===== config.mk =====
export PLATFORM = sky130hd
export DESIGN_NAME = decode_queue
export DESIGN_NICKNAME = d
export VERILOG_FILES = /design/src/rtl/decode_queue_pkg.sv /design/src/rtl/decode_queue_mem.sv /design/src/rtl/decode_queue.sv
export SDC_FILE = /design/constraint.sdc
export NUM_CORES = 1
export LEC_CHECK = 0
export CAP_MARGIN = 20
export CORE_UTILIZATION = 30
export CTS_CLUSTER_SIZE = 25
export DETAILED_ROUTE_END_ITERATION = 8
export PLACE_DENSITY_LB_ADDON = 0.25
export SETUP_SLACK_MARGIN = 0.2
export SYNTH_ARGS = -nofsm -noshare
export SYNTH_HDL_FRONTEND = slang
export SYNTH_SLANG_ARGS = --single-unit

===== constraint.sdc =====
create_clock -name in_clk -period 8.2 [get_ports in_clk]
set_input_delay 1.64 -clock in_clk [delete_from_list [all_inputs] [get_ports in_clk]]
set_output_delay 1.64 -clock in_clk [all_outputs]
set_load 0.05 [all_outputs]

===== src/rtl/decode_queue_pkg.sv =====
`default_nettype none
//------------------------------------------------------------------------------
// Module  : decode_queue_pkg
// Brief   : Shared widths, queue defaults and entry type for the decode queue.
// Revision: 1.0
//------------------------------------------------------------------------------
package decode_queue_pkg;

   localparam int INSNBITS_SIZE  = 32;
   localparam int DQ_DEPTH       = 8;
   localparam int DQ_FETCH_WIDTH = 2;
   localparam int DQ_PC_SIZE     = 64;

   typedef struct packed {
      logic [INSNBITS_SIZE-1:0] insnbits;
      logic [DQ_PC_SIZE-1:0]    pc;
   } dq_entry_t;

endpackage
`default_nettype wire


===== src/rtl/decode_queue_mem.sv =====
`default_nettype none
//------------------------------------------------------------------------------
// Module  : decode_queue_mem
// Brief   : DEPTH-entry storage with PORTS write ports and one async read port.
// Revision: 1.0
//------------------------------------------------------------------------------
module decode_queue_mem #(
   parameter int DEPTH  = 8,
   parameter int WIDTH  = 96,
   parameter int PORTS  = 2,
   parameter int ADDR_W = $clog2(DEPTH)
) (
   input  logic                      clk,
   input  logic [PORTS-1:0]          wr_en,
   input  logic [PORTS*ADDR_W-1:0]   wr_addr,
   input  logic [PORTS*WIDTH-1:0]    wr_data,
   input  logic [ADDR_W-1:0]         rd_addr,
   output logic [WIDTH-1:0]          rd_data
);

   // Data array is deliberately unreset; validity is tracked by the occupancy count.
   logic [WIDTH-1:0] r_mem [DEPTH];

   always_ff @(posedge clk) begin
      for (int p = 0; p < PORTS; p++) begin
         if (wr_en[p]) begin
            r_mem[wr_addr[p*ADDR_W +: ADDR_W]] <= wr_data[p*WIDTH +: WIDTH];
         end
      end
   end

   assign rd_data = r_mem[rd_addr];

endmodule
`default_nettype wire


===== src/rtl/decode_queue.sv =====
`default_nettype none
//------------------------------------------------------------------------------
// Module  : decode_queue
// Brief   : Multi-lane fetch -> single-issue decode ring buffer with flush.
// Revision: 1.0
//------------------------------------------------------------------------------
module decode_queue
   import decode_queue_pkg::*;
#(
   parameter int FETCH_WIDTH = DQ_FETCH_WIDTH,
   parameter int DEPTH       = DQ_DEPTH,
   parameter int PC_SIZE     = DQ_PC_SIZE
) (
   input  logic                               in_clk,
   input  logic                               in_rst,
   input  logic                               in_flush,
   input  logic [FETCH_WIDTH-1:0]             in_fetch_valid,
   input  logic [FETCH_WIDTH*INSNBITS_SIZE-1:0] in_fetch_insnbits,
   input  logic [FETCH_WIDTH*PC_SIZE-1:0]     in_fetch_pc,
   output logic                               out_fetch_ready,
   output logic                               out_dec_valid,
   output logic [INSNBITS_SIZE-1:0]           out_dec_insnbits,
   output logic [PC_SIZE-1:0]                 out_dec_pc,
   input  logic                               in_dec_ready,
   output logic [$clog2(DEPTH+1)-1:0]         out_count,
   output logic                               out_stalled
);

   localparam int c_ptr_w   = $clog2(DEPTH);
   localparam int c_cnt_w   = $clog2(DEPTH+1);
   localparam int c_entry_w = INSNBITS_SIZE + PC_SIZE;

   generate
      if ((DEPTH < 2) || ((DEPTH & (DEPTH-1)) != 0) ||
          (FETCH_WIDTH < 1) || (FETCH_WIDTH > DEPTH)) begin : g_param_check
         $error("decode_queue: DEPTH must be a power of two >= FETCH_WIDTH >= 1");
      end
   endgenerate

   logic [c_ptr_w-1:0]               r_head;
   logic [c_ptr_w-1:0]               r_tail;
   logic [c_cnt_w-1:0]               r_count;

   logic [c_cnt_w-1:0]               w_k;
   logic                             w_run;
   logic                             w_gap;
   logic                             w_enq;
   logic                             w_deq;
   logic [c_cnt_w-1:0]               w_enq_n;
   logic [c_cnt_w-1:0]               w_deq_n;
   logic [FETCH_WIDTH-1:0]           w_wr_en;
   logic [FETCH_WIDTH*c_ptr_w-1:0]   w_wr_addr;
   logic [FETCH_WIDTH*c_entry_w-1:0] w_wr_data;
   logic [c_entry_w-1:0]             w_rd_data;

   // k counts the contiguous valid lanes from lane 0; anything past a hole is dropped.
   always_comb begin
      w_k   = '0;
      w_run = 1'b1;
      w_gap = 1'b0;
      for (int i = 0; i < FETCH_WIDTH; i++) begin
         if (in_fetch_valid[i]) begin
            if (w_run) begin
               w_k = w_k + c_cnt_w'(1);
            end else begin
               w_gap = 1'b1;
            end
         end else begin
            w_run = 1'b0;
         end
      end
   end

   assign out_fetch_ready = (r_count <= c_cnt_w'(DEPTH - FETCH_WIDTH));
   assign out_dec_valid   = (r_count != '0);
   assign out_count       = r_count;
   assign out_stalled     = (|in_fetch_valid) && !out_fetch_ready;

   assign w_enq   = out_fetch_ready && (w_k != '0) && !in_flush;
   assign w_deq   = out_dec_valid && in_dec_ready && !in_flush;
   assign w_enq_n = w_enq ? w_k : '0;
   assign w_deq_n = c_cnt_w'(w_deq);

   always_comb begin
      w_wr_en   = '0;
      w_wr_addr = '0;
      w_wr_data = '0;
      for (int i = 0; i < FETCH_WIDTH; i++) begin
         w_wr_en[i]                          = w_enq && (c_cnt_w'(i) < w_k);
         w_wr_addr[i*c_ptr_w +: c_ptr_w]     = r_tail + c_ptr_w'(i);
         w_wr_data[i*c_entry_w +: c_entry_w] = {in_fetch_insnbits[i*INSNBITS_SIZE +: INSNBITS_SIZE],
                                                in_fetch_pc[i*PC_SIZE +: PC_SIZE]};
      end
   end

   decode_queue_mem #(
      .DEPTH  (DEPTH),
      .WIDTH  (c_entry_w),
      .PORTS  (FETCH_WIDTH),
      .ADDR_W (c_ptr_w)
   ) u_mem (
      .clk     (in_clk),
      .wr_en   (w_wr_en),
      .wr_addr (w_wr_addr),
      .wr_data (w_wr_data),
      .rd_addr (r_head),
      .rd_data (w_rd_data)
   );

   // Head data is masked when empty so stale array contents never leak out.
   assign out_dec_insnbits = out_dec_valid ? w_rd_data[c_entry_w-1 -: INSNBITS_SIZE] : '0;
   assign out_dec_pc       = out_dec_valid ? w_rd_data[PC_SIZE-1:0] : '0;

   always_ff @(posedge in_clk or posedge in_rst) begin
      if (in_rst) begin
         r_head  <= '0;
         r_tail  <= '0;
         r_count <= '0;
      end else if (in_flush) begin
         r_head  <= '0;
         r_tail  <= '0;
         r_count <= '0;
      end else begin
         if (w_enq) begin
            r_tail <= r_tail + w_k[c_ptr_w-1:0];
         end
         if (w_deq) begin
            r_head <= r_head + c_ptr_w'(1);
         end
         r_count <= r_count + w_enq_n - w_deq_n;
      end
   end

`ifndef SYNTHESIS
   a_count_bound: assert property (@(posedge in_clk) disable iff (in_rst)
      r_count <= c_cnt_w'(DEPTH));
   a_no_lane_gap: assert property (@(posedge in_clk) disable iff (in_rst)
      !w_gap);
   a_stall_hold: assert property (@(posedge in_clk) disable iff (in_rst)
      (out_stalled && !in_flush) |=> ($stable(in_fetch_valid) &&
                                      $stable(in_fetch_insnbits) &&
                                      $stable(in_fetch_pc)));
`endif

endmodule
`default_nettype wire

Word-level counts from Yosys, hierarchy flattened
Memories as Yosys holds them, arrays and structs flattened.
Index checks and enable logic that the tools add are counted.
{ "totals": {"output_inout_bits": 103, "reg_bits": 10, "ram_bits": 768, "in_bits": 198, "n_memories": 1, "elab_cells": 43} }
{ "memory_table": {"columns": ["name", "depth", "word_bits", "rd", "rd_ports_with_merged_regs", "write_ports", "line_no", "rtl"], "rows": [
  ["u_mem.r_mem", 8, 96, 1, 0, 2, "decode_queue_mem.sv:22", "logic [WIDTH-1:0] r_mem [DEPTH];"]
]} }
{ "classes": {"order_cmp": 3, "addsub": 6, "muxes": 16, "n_reduce_logical": 14} }
{ "ops": {"columns": ["operator", "n"], "rows": [
  ["two-way mux 64 bit", 1],
  ["two-way mux 32 bit", 1],
  ["two-way mux 4 bit", 4],
  ["two-way mux 3 bit", 4],
  ["< comparator 1 x 4 -> 1 bit (first input constant)", 2],
  ["nonzero test 4 bit", 2],
  ["logical AND 1 bit", 7],
  ["adder 3 x 1 -> 3 bit (second input constant)", 2],
  ["two-way mux 1 bit", 6],
  ["adder 4 x 1 -> 4 bit (second input constant)", 1],
  ["adder 4 bit", 1],
  ["<= comparator 4 x 3 -> 1 bit (second input constant)", 1],
  ["nonzero test 2 bit", 2],
  ["subtractor 4 x 1 -> 4 bit", 1],
  ["adder 3 bit", 1],
  ["zero test 1 bit", 2],
  ["OR reduction 2 bit", 1]
]} }

Depth between registers and ports, before layout
{ "logic_depth": {"depth_word": 11, "depth_mapped": 13, "ltp_nobuf": 12} }

Hierarchy
Synthesis repeated with hierarchy kept, for this count alone.
{ "unflattened": {"hier_cells": 2175, "area_unflattened_um2": 39484.1} }
{ "by_module_without_submodules": {"columns": ["module", "seq_area_each_um2", "area_per_inst_um2", "instances", "cells_each"], "rows": [
  ["decode_queue_mem", 23062.1, 38036.5, 1, 1988],
  ["decode_queue", 250.2, 1447.6, 1, 187]
]} }

Least setup slack after synthesis
Ideal clock, no wire load.
{ "synth_path": {"kind": "input-to-reg", "from": "in in_fetch_valid[0]", "to": "mem u_mem.r_mem[6][0] (enable)", "t_required_ps": 7639, "t_arrival_ps": 6581, "path_buffers": 1, "path_stages": 5, "setup_ps": 561, "setup_slack_ps": 1058, "cell_sequence": "inv_1 -> a211oi_1 -> nand2b_1 -> clkbuf_1 -> nor2b_1"} }
{ "synth_lines": {"columns": ["element", "line_no", "rtl"], "rows": [
  ["start, declared", "decode_queue.sv:17", "input logic [FETCH_WIDTH-1:0] in_fetch_valid,"],
  ["end, declared", "decode_queue_mem.sv:22", null]
]} }

Worst setup path in the final report
{ "layout_path": {"from": "reg r_count[2], in the netlist out_count[2]", "to": "out out_dec_insnbits[2]"} }
{ "layout_via": {"elab_chain_cells": 2} }
{ "layout_lines": {"columns": ["element", "line_no", "rtl"], "rows": [
  ["start, declared", "decode_queue.sv:42", "logic [c_cnt_w-1:0] r_count;"],
  ["start signal, assigned", "decode_queue.sv:130", "r_count <= r_count + w_enq_n - w_deq_n;"],
  ["nonzero test 4 bit", "decode_queue.sv:75", "assign out_dec_valid = (r_count != '0);"],
  ["two-way mux 32 bit", "decode_queue.sv:111", "assign out_dec_insnbits = out_dec_valid ? w_rd_data[c_entry_w-1 -: INSNBITS_SIZE] : '0;"],
  ["end, declared", "decode_queue.sv:22", "output logic [INSNBITS_SIZE-1:0] out_dec_insnbits,"]
]} }
Every way passes these cells.

==> report_table.html <==
<table>
<tr><th>Metric</th><th>Value</th></tr>
<tr><th colspan="2">Status</th></tr>
<tr><td>Outcome</td><td>finished, final reports clean</td></tr>
<tr><th colspan="2">Worst hold path</th></tr>
<tr><td>Classification of the worst-slack hold path</td><td>reg2reg</td></tr>
<tr><th colspan="2">Pwr</th></tr>
<tr><td>Power share of the clock group</td><td>30.2%</td></tr>
<tr><td>Total power draw</td><td>12900 uW</td></tr>
<tr><td>Relative contribution of combinational cells to total power</td><td>33.9%</td></tr>
<tr><td>Peak ir drop on the vdd network</td><td>0.000180 V</td></tr>
<tr><td>Net switching share of the total power</td><td>34.0%</td></tr>
<tr><td>Internal power of the cells</td><td>8530 uW</td></tr>
<tr><td>Ratio of total power to cell area</td><td>278 nW/um^2</td></tr>
<tr><td>Sequential power share</td><td>approximately 36%</td></tr>
<tr><td>Net load switching power</td><td>about 4400 uW</td></tr>
<tr><td>Static leakage</td><td>0.0148 uW</td></tr>
<tr><th colspan="2">STA</th></tr>
<tr><td>Post-route clock period utilization</td><td>between 70% and 80%</td></tr>
<tr><td>Setup clock skew after layout</td><td>17.6 ps</td></tr>
<tr><td>Normalized max-slew margin</td><td>29.8%</td></tr>
<tr><td>Worst hold margin</td><td>629 ps</td></tr>
<tr><td>Post-route setup TNS</td><td>0 ps</td></tr>
<tr><td>Maximum clock rate</td><td>165 MHz</td></tr>
<tr><td>Final setup violation count</td><td>0</td></tr>
<tr><td>Minimum period implied by the final worst setup slack</td><td>~6000 ps</td></tr>
<tr><td>Final-report max-slew violation count</td><td>0</td></tr>
<tr><td>Final hold vios</td><td>0</td></tr>
<tr><td>Setup repair after global routing missed its margin</td><td>false</td></tr>
<tr><td>Tightest Pin Transition</td><td>1050 ps</td></tr>
<tr><th colspan="2">Setup path</th></tr>
<tr><td>CP Launch Type</td><td>register</td></tr>
<tr><td>Setup slack of the worst register-to-register path</td><td>4250 ps</td></tr>
<tr><td>R2r worst-path depth</td><td>7</td></tr>
<tr><td>Critical path required time</td><td>6560 ps</td></tr>
<tr><td>Delay of the slowest critical-path stage</td><td>850 ps</td></tr>
<tr><td>Data arrival time of the worst path</td><td>4430 ps</td></tr>
<tr><td>Endpoint of the worst register-to-register path</td><td>u_mem.r_mem[0][83]$_DFFE_PP_</td></tr>
<tr><td>Ordered cell list for the critical path</td><td>inv_1, ha_1, or3b_2, and2_4, buf_4, a22o_1, clkdlybuf4s50_1</td></tr>
<tr><td>Type of the setup path with the least slack</td><td>reg2out</td></tr>
<tr><td>Peak fanout along the critical path</td><td>around 50</td></tr>
<tr><td>End of the critical path</td><td>out_dec_insnbits[2]</td></tr>
<tr><td>Type of destination of the critical path</td><td>output port</td></tr>
<tr><td>Critical R2R Launch</td><td>out_count[3]$_DFF_PP0_</td></tr>
<tr><td>Slowest stage cell, crit path</td><td>sky130_fd_sc_hd__clkdlybuf4s50_1</td></tr>
<tr><td>Crit path launch</td><td>out_count[2]$_DFF_PP0_</td></tr>
<tr><th colspan="2">Placement</th></tr>
<tr><td>IO Port Bufs</td><td>300</td></tr>
<tr><td>Half-perimeter wire length of the detailed placement result</td><td>65000 microns</td></tr>
<tr><td>Final GP Congestion</td><td>0.744</td></tr>
<tr><th colspan="2">Drt</th></tr>
<tr><td>Vias post-DR</td><td>between 20k and 25k</td></tr>
<tr><td>Number of DRC markers after the initial detailed-route iteration</td><td>around 1.5k</td></tr>
<tr><td>Routed len/inst</td><td>27.8 microns</td></tr>
<tr><td>Final routed DRC violation total</td><td>0</td></tr>
<tr><td>Via-to-Cell Ratio</td><td>5.13</td></tr>
<tr><td>Routed Wire Length</td><td>~120000 microns</td></tr>
<tr><td>First-pass iteration count of the detailed router</td><td>5</td></tr>
<tr><td>Antenna Nets Post-Route</td><td>0</td></tr>
<tr><th colspan="2">Die</th></tr>
<tr><td>Width of the chip</td><td>about 360 microns</td></tr>
<tr><td>Initial Util</td><td>30.4%</td></tr>
<tr><td>IO Pins</td><td>301</td></tr>
<tr><td>Area of the die</td><td>131000 sq um</td></tr>
<tr><td>Vertical die dimension</td><td>362 microns</td></tr>
<tr><td>Floorplan row count</td><td>131</td></tr>
<tr><td>Core box area</td><td>~130000 sq um</td></tr>
<tr><th colspan="2">Logic synthesis</th></tr>
<tr><td>Distinct cell type count after synthesis</td><td>47</td></tr>
<tr><td>Top cells by area, synth</td><td>sky130_fd_sc_hd__edfxtp_1 59%, sky130_fd_sc_hd__mux2_2 17%, sky130_fd_sc_hd__mux4_2 11%</td></tr>
<tr><td>Combinational family with the most area after synthesis</td><td>multiplexers</td></tr>
<tr><td>Share of the synthesized area in the top cell type</td><td>59.3%</td></tr>
<tr><td>Mean cell area of the mapped netlist</td><td>18.6 sq um</td></tr>
<tr><td>Share of the synthesized netlist area taken by xor and xnor gates</td><td>0.174%</td></tr>
<tr><td>Synth warn</td><td>0</td></tr>
<tr><td>Synthesized netlist net count</td><td>2305</td></tr>
<tr><td>Post-Syn Area</td><td>38900 sq um</td></tr>
<tr><td>Compound-cell area share of the yosys netlist</td><td>2.51%</td></tr>
<tr><td>Post-synthesis cell count</td><td>2095</td></tr>
<tr><td>Mux cell area share after synthesis</td><td>between 30% and 40%</td></tr>
<tr><td>Total of flip-flops plus latches after synthesis</td><td>778</td></tr>
<tr><td>Post-synth top area cell</td><td>sky130_fd_sc_hd__edfxtp_1</td></tr>
<tr><td>Sequential area share after synthesis</td><td>59.9%</td></tr>
<tr><td>Adder and majority cell fraction of the synthesized area</td><td>0.425%</td></tr>
<tr><td>Basic-gate share of the synthesized area counting and, or, nand and nor cells</td><td>less than 1%</td></tr>
<tr><th colspan="2">Global routing</th></tr>
<tr><td>Initial antenna violation count</td><td>17</td></tr>
<tr><td>Maximum number of pins on one net before global-route repair</td><td>between 90 and 100</td></tr>
<tr><td>Global-route wire length before repair</td><td>167000 microns</td></tr>
<tr><td>Total GRT Usage</td><td>17.6%</td></tr>
<tr><td>Via count of the first global-routing pass</td><td>23.6k</td></tr>
<tr><td>Global route total overflow</td><td>0</td></tr>
<tr><th colspan="2">Clocking</th></tr>
<tr><td>Number of buffers added by the clock tree synthesis step</td><td>90</td></tr>
<tr><td>Post-CTS Repair Setup Buffers</td><td>0</td></tr>
<tr><td>Clock-pin slew reported for the worst setup and hold paths after clock tree synthesis</td><td>~60 ps</td></tr>
<tr><td>Maximum clock insertion buffer count</td><td>3</td></tr>
<tr><td># clock sinks</td><td>778</td></tr>
<tr><td>Total of cells resized after clock tree synthesis</td><td>0</td></tr>
<tr><td>Clock tree from TritonCTS</td><td>done</td></tr>
<tr><td>Worst-Skew Late Latency</td><td>670 ps</td></tr>
<tr><td># H-tree levels</td><td>3</td></tr>
<tr><td>Buffer cell driving the clock tree root</td><td>sky130_fd_sc_hd__clkbuf_16</td></tr>
<tr><td>Hold Buf Count CTS</td><td>0</td></tr>
<tr><th colspan="2">Finish</th></tr>
<tr><td>Number of nets in the layout</td><td>approximately 2.6k</td></tr>
<tr><td>P&amp;R area growth vs syn</td><td>19.8%</td></tr>
<tr><td>Fraction of layout instances using a drive strength above 1</td><td>41.3%</td></tr>
<tr><td>Share of the core filled with cells</td><td>36.4%</td></tr>
<tr><td>Commonest non-fill, non-tap cell in the layout</td><td>sky130_fd_sc_hd__edfxtp_1</td></tr>
<tr><td>Top library cells by usage in the layout, fill and taps aside</td><td>768 x sky130_fd_sc_hd__edfxtp_1, 583 x sky130_fd_sc_hd__mux2_2, 300 x sky130_fd_sc_hd__clkdlybuf4s50_1</td></tr>
<tr><th colspan="2">Flow run</th></tr>
<tr><td>Count of maximum capacitance violations</td><td>0</td></tr>
</table>
-- synth_stat cells (all sizes together) --
cell / n
edfxtp: 768
xor2: 3
or3b: 1
a22o: 96
a31oi: 2
nand3: 3
nor2: 19
and3b: 1
nor4: 4
o32ai: 1
o21ai: 1
mux4: 192
or3: 4
dfrtp: 10
a32oi: 4
a211oi: 2
fa: 2
nor2b: 4
xnor2: 3
mux2: 768
and2: 2
clkbuf: 47
or2: 1
nand2b: 2
buf: 111
and3: 2
nand3b: 1
nor3: 2
nand2: 7
a21oi: 5
a211o: 1
a21o: 1
nor3b: 1
ha: 10
inv: 12
o32a: 1
a21boi: 1
-- worst max-delay path, delay by kind of cell, from the launching register on --
family	cells	cell delay [ps]
and+or+nand+nor	2	1040
buffers and inverters	3	1690
DFF	1	390
AOI/OAI and AO/OA	1	400
adders and majority gates	1	210
-- registers in the layout, summed over array words and instances, names as in the netlist --
register / flops
out_count: 4
r_head: 3
r_tail: 3
u_mem.r_mem: 768
-- through the flow --
step / instance area (sq um) / instances / worst slack, ps
after floorplan: 38900 / 2095 / 1060
after global placement: 43800 / 4009 / 2750
after detailed placement: 43800 / 4009 / 2700
after CTS: 46600 / 4176 / 1990
after global routing: 46600 / 4183 / 1930
final: 46600 / 4184 / 2130
-- how the worst min path moves through the flow --
stage                          start                     to  cells past startpoint
2_1_floorplan  r_head[2]$_DFFE_PP0P_  r_head[2]$_DFFE_PP0P_                      2
3_3_place_gp   r_head[2]$_DFFE_PP0P_  r_head[2]$_DFFE_PP0P_                      2
3_5_place_dp   r_head[2]$_DFFE_PP0P_  r_head[2]$_DFFE_PP0P_                      2
4_1_cts        r_head[2]$_DFFE_PP0P_  r_head[2]$_DFFE_PP0P_                      2
5_1_grt        r_head[2]$_DFFE_PP0P_  r_head[2]$_DFFE_PP0P_                      2
6_report       r_head[2]$_DFFE_PP0P_  r_head[2]$_DFFE_PP0P_                      2
-- cell families (layout without fill, tap and decap cells) --
logic type      after synthesis  after routing
fa+ha+maj                    12             12
flops                       778            778
simple gates                 54             54
other cells                   0              8
buf+inv                     170            522
mux                         960            960
compound gates              115            115
xor+xnor                      6              6
-- metal layers --
layer  up-vias  track usage, %  share of wire, %
li1       9250               -                 -
met4        12            4.86               1.8
met2       505            30.3                51
met5         -               0             0.063
met1     11600            22.7                43
met3       146            2.92               4.5
-- area by class of cell --
class	instances	area [sq um]
clock buffer	124	2430
timing repair buffer	343	3460
clock inverter	43	397
sequential	778	23300
multi-input combinational	1147	14800
fill	12000	81600
inverter	12	45.0
tap	1729	2160
antenna	8	20.0
-- power by group through the flow --
stage	Combinational [uW]	Sequential (uW)	Clock, uW
floorplan	2920	4710	0
global placement	4450	4720	0
detailed placement	4470	4720	0
CTS	4480	4640	4010
global route	4630	4650	4140
finish	4390	4640	3900
(Power assumes the default switching activity.)
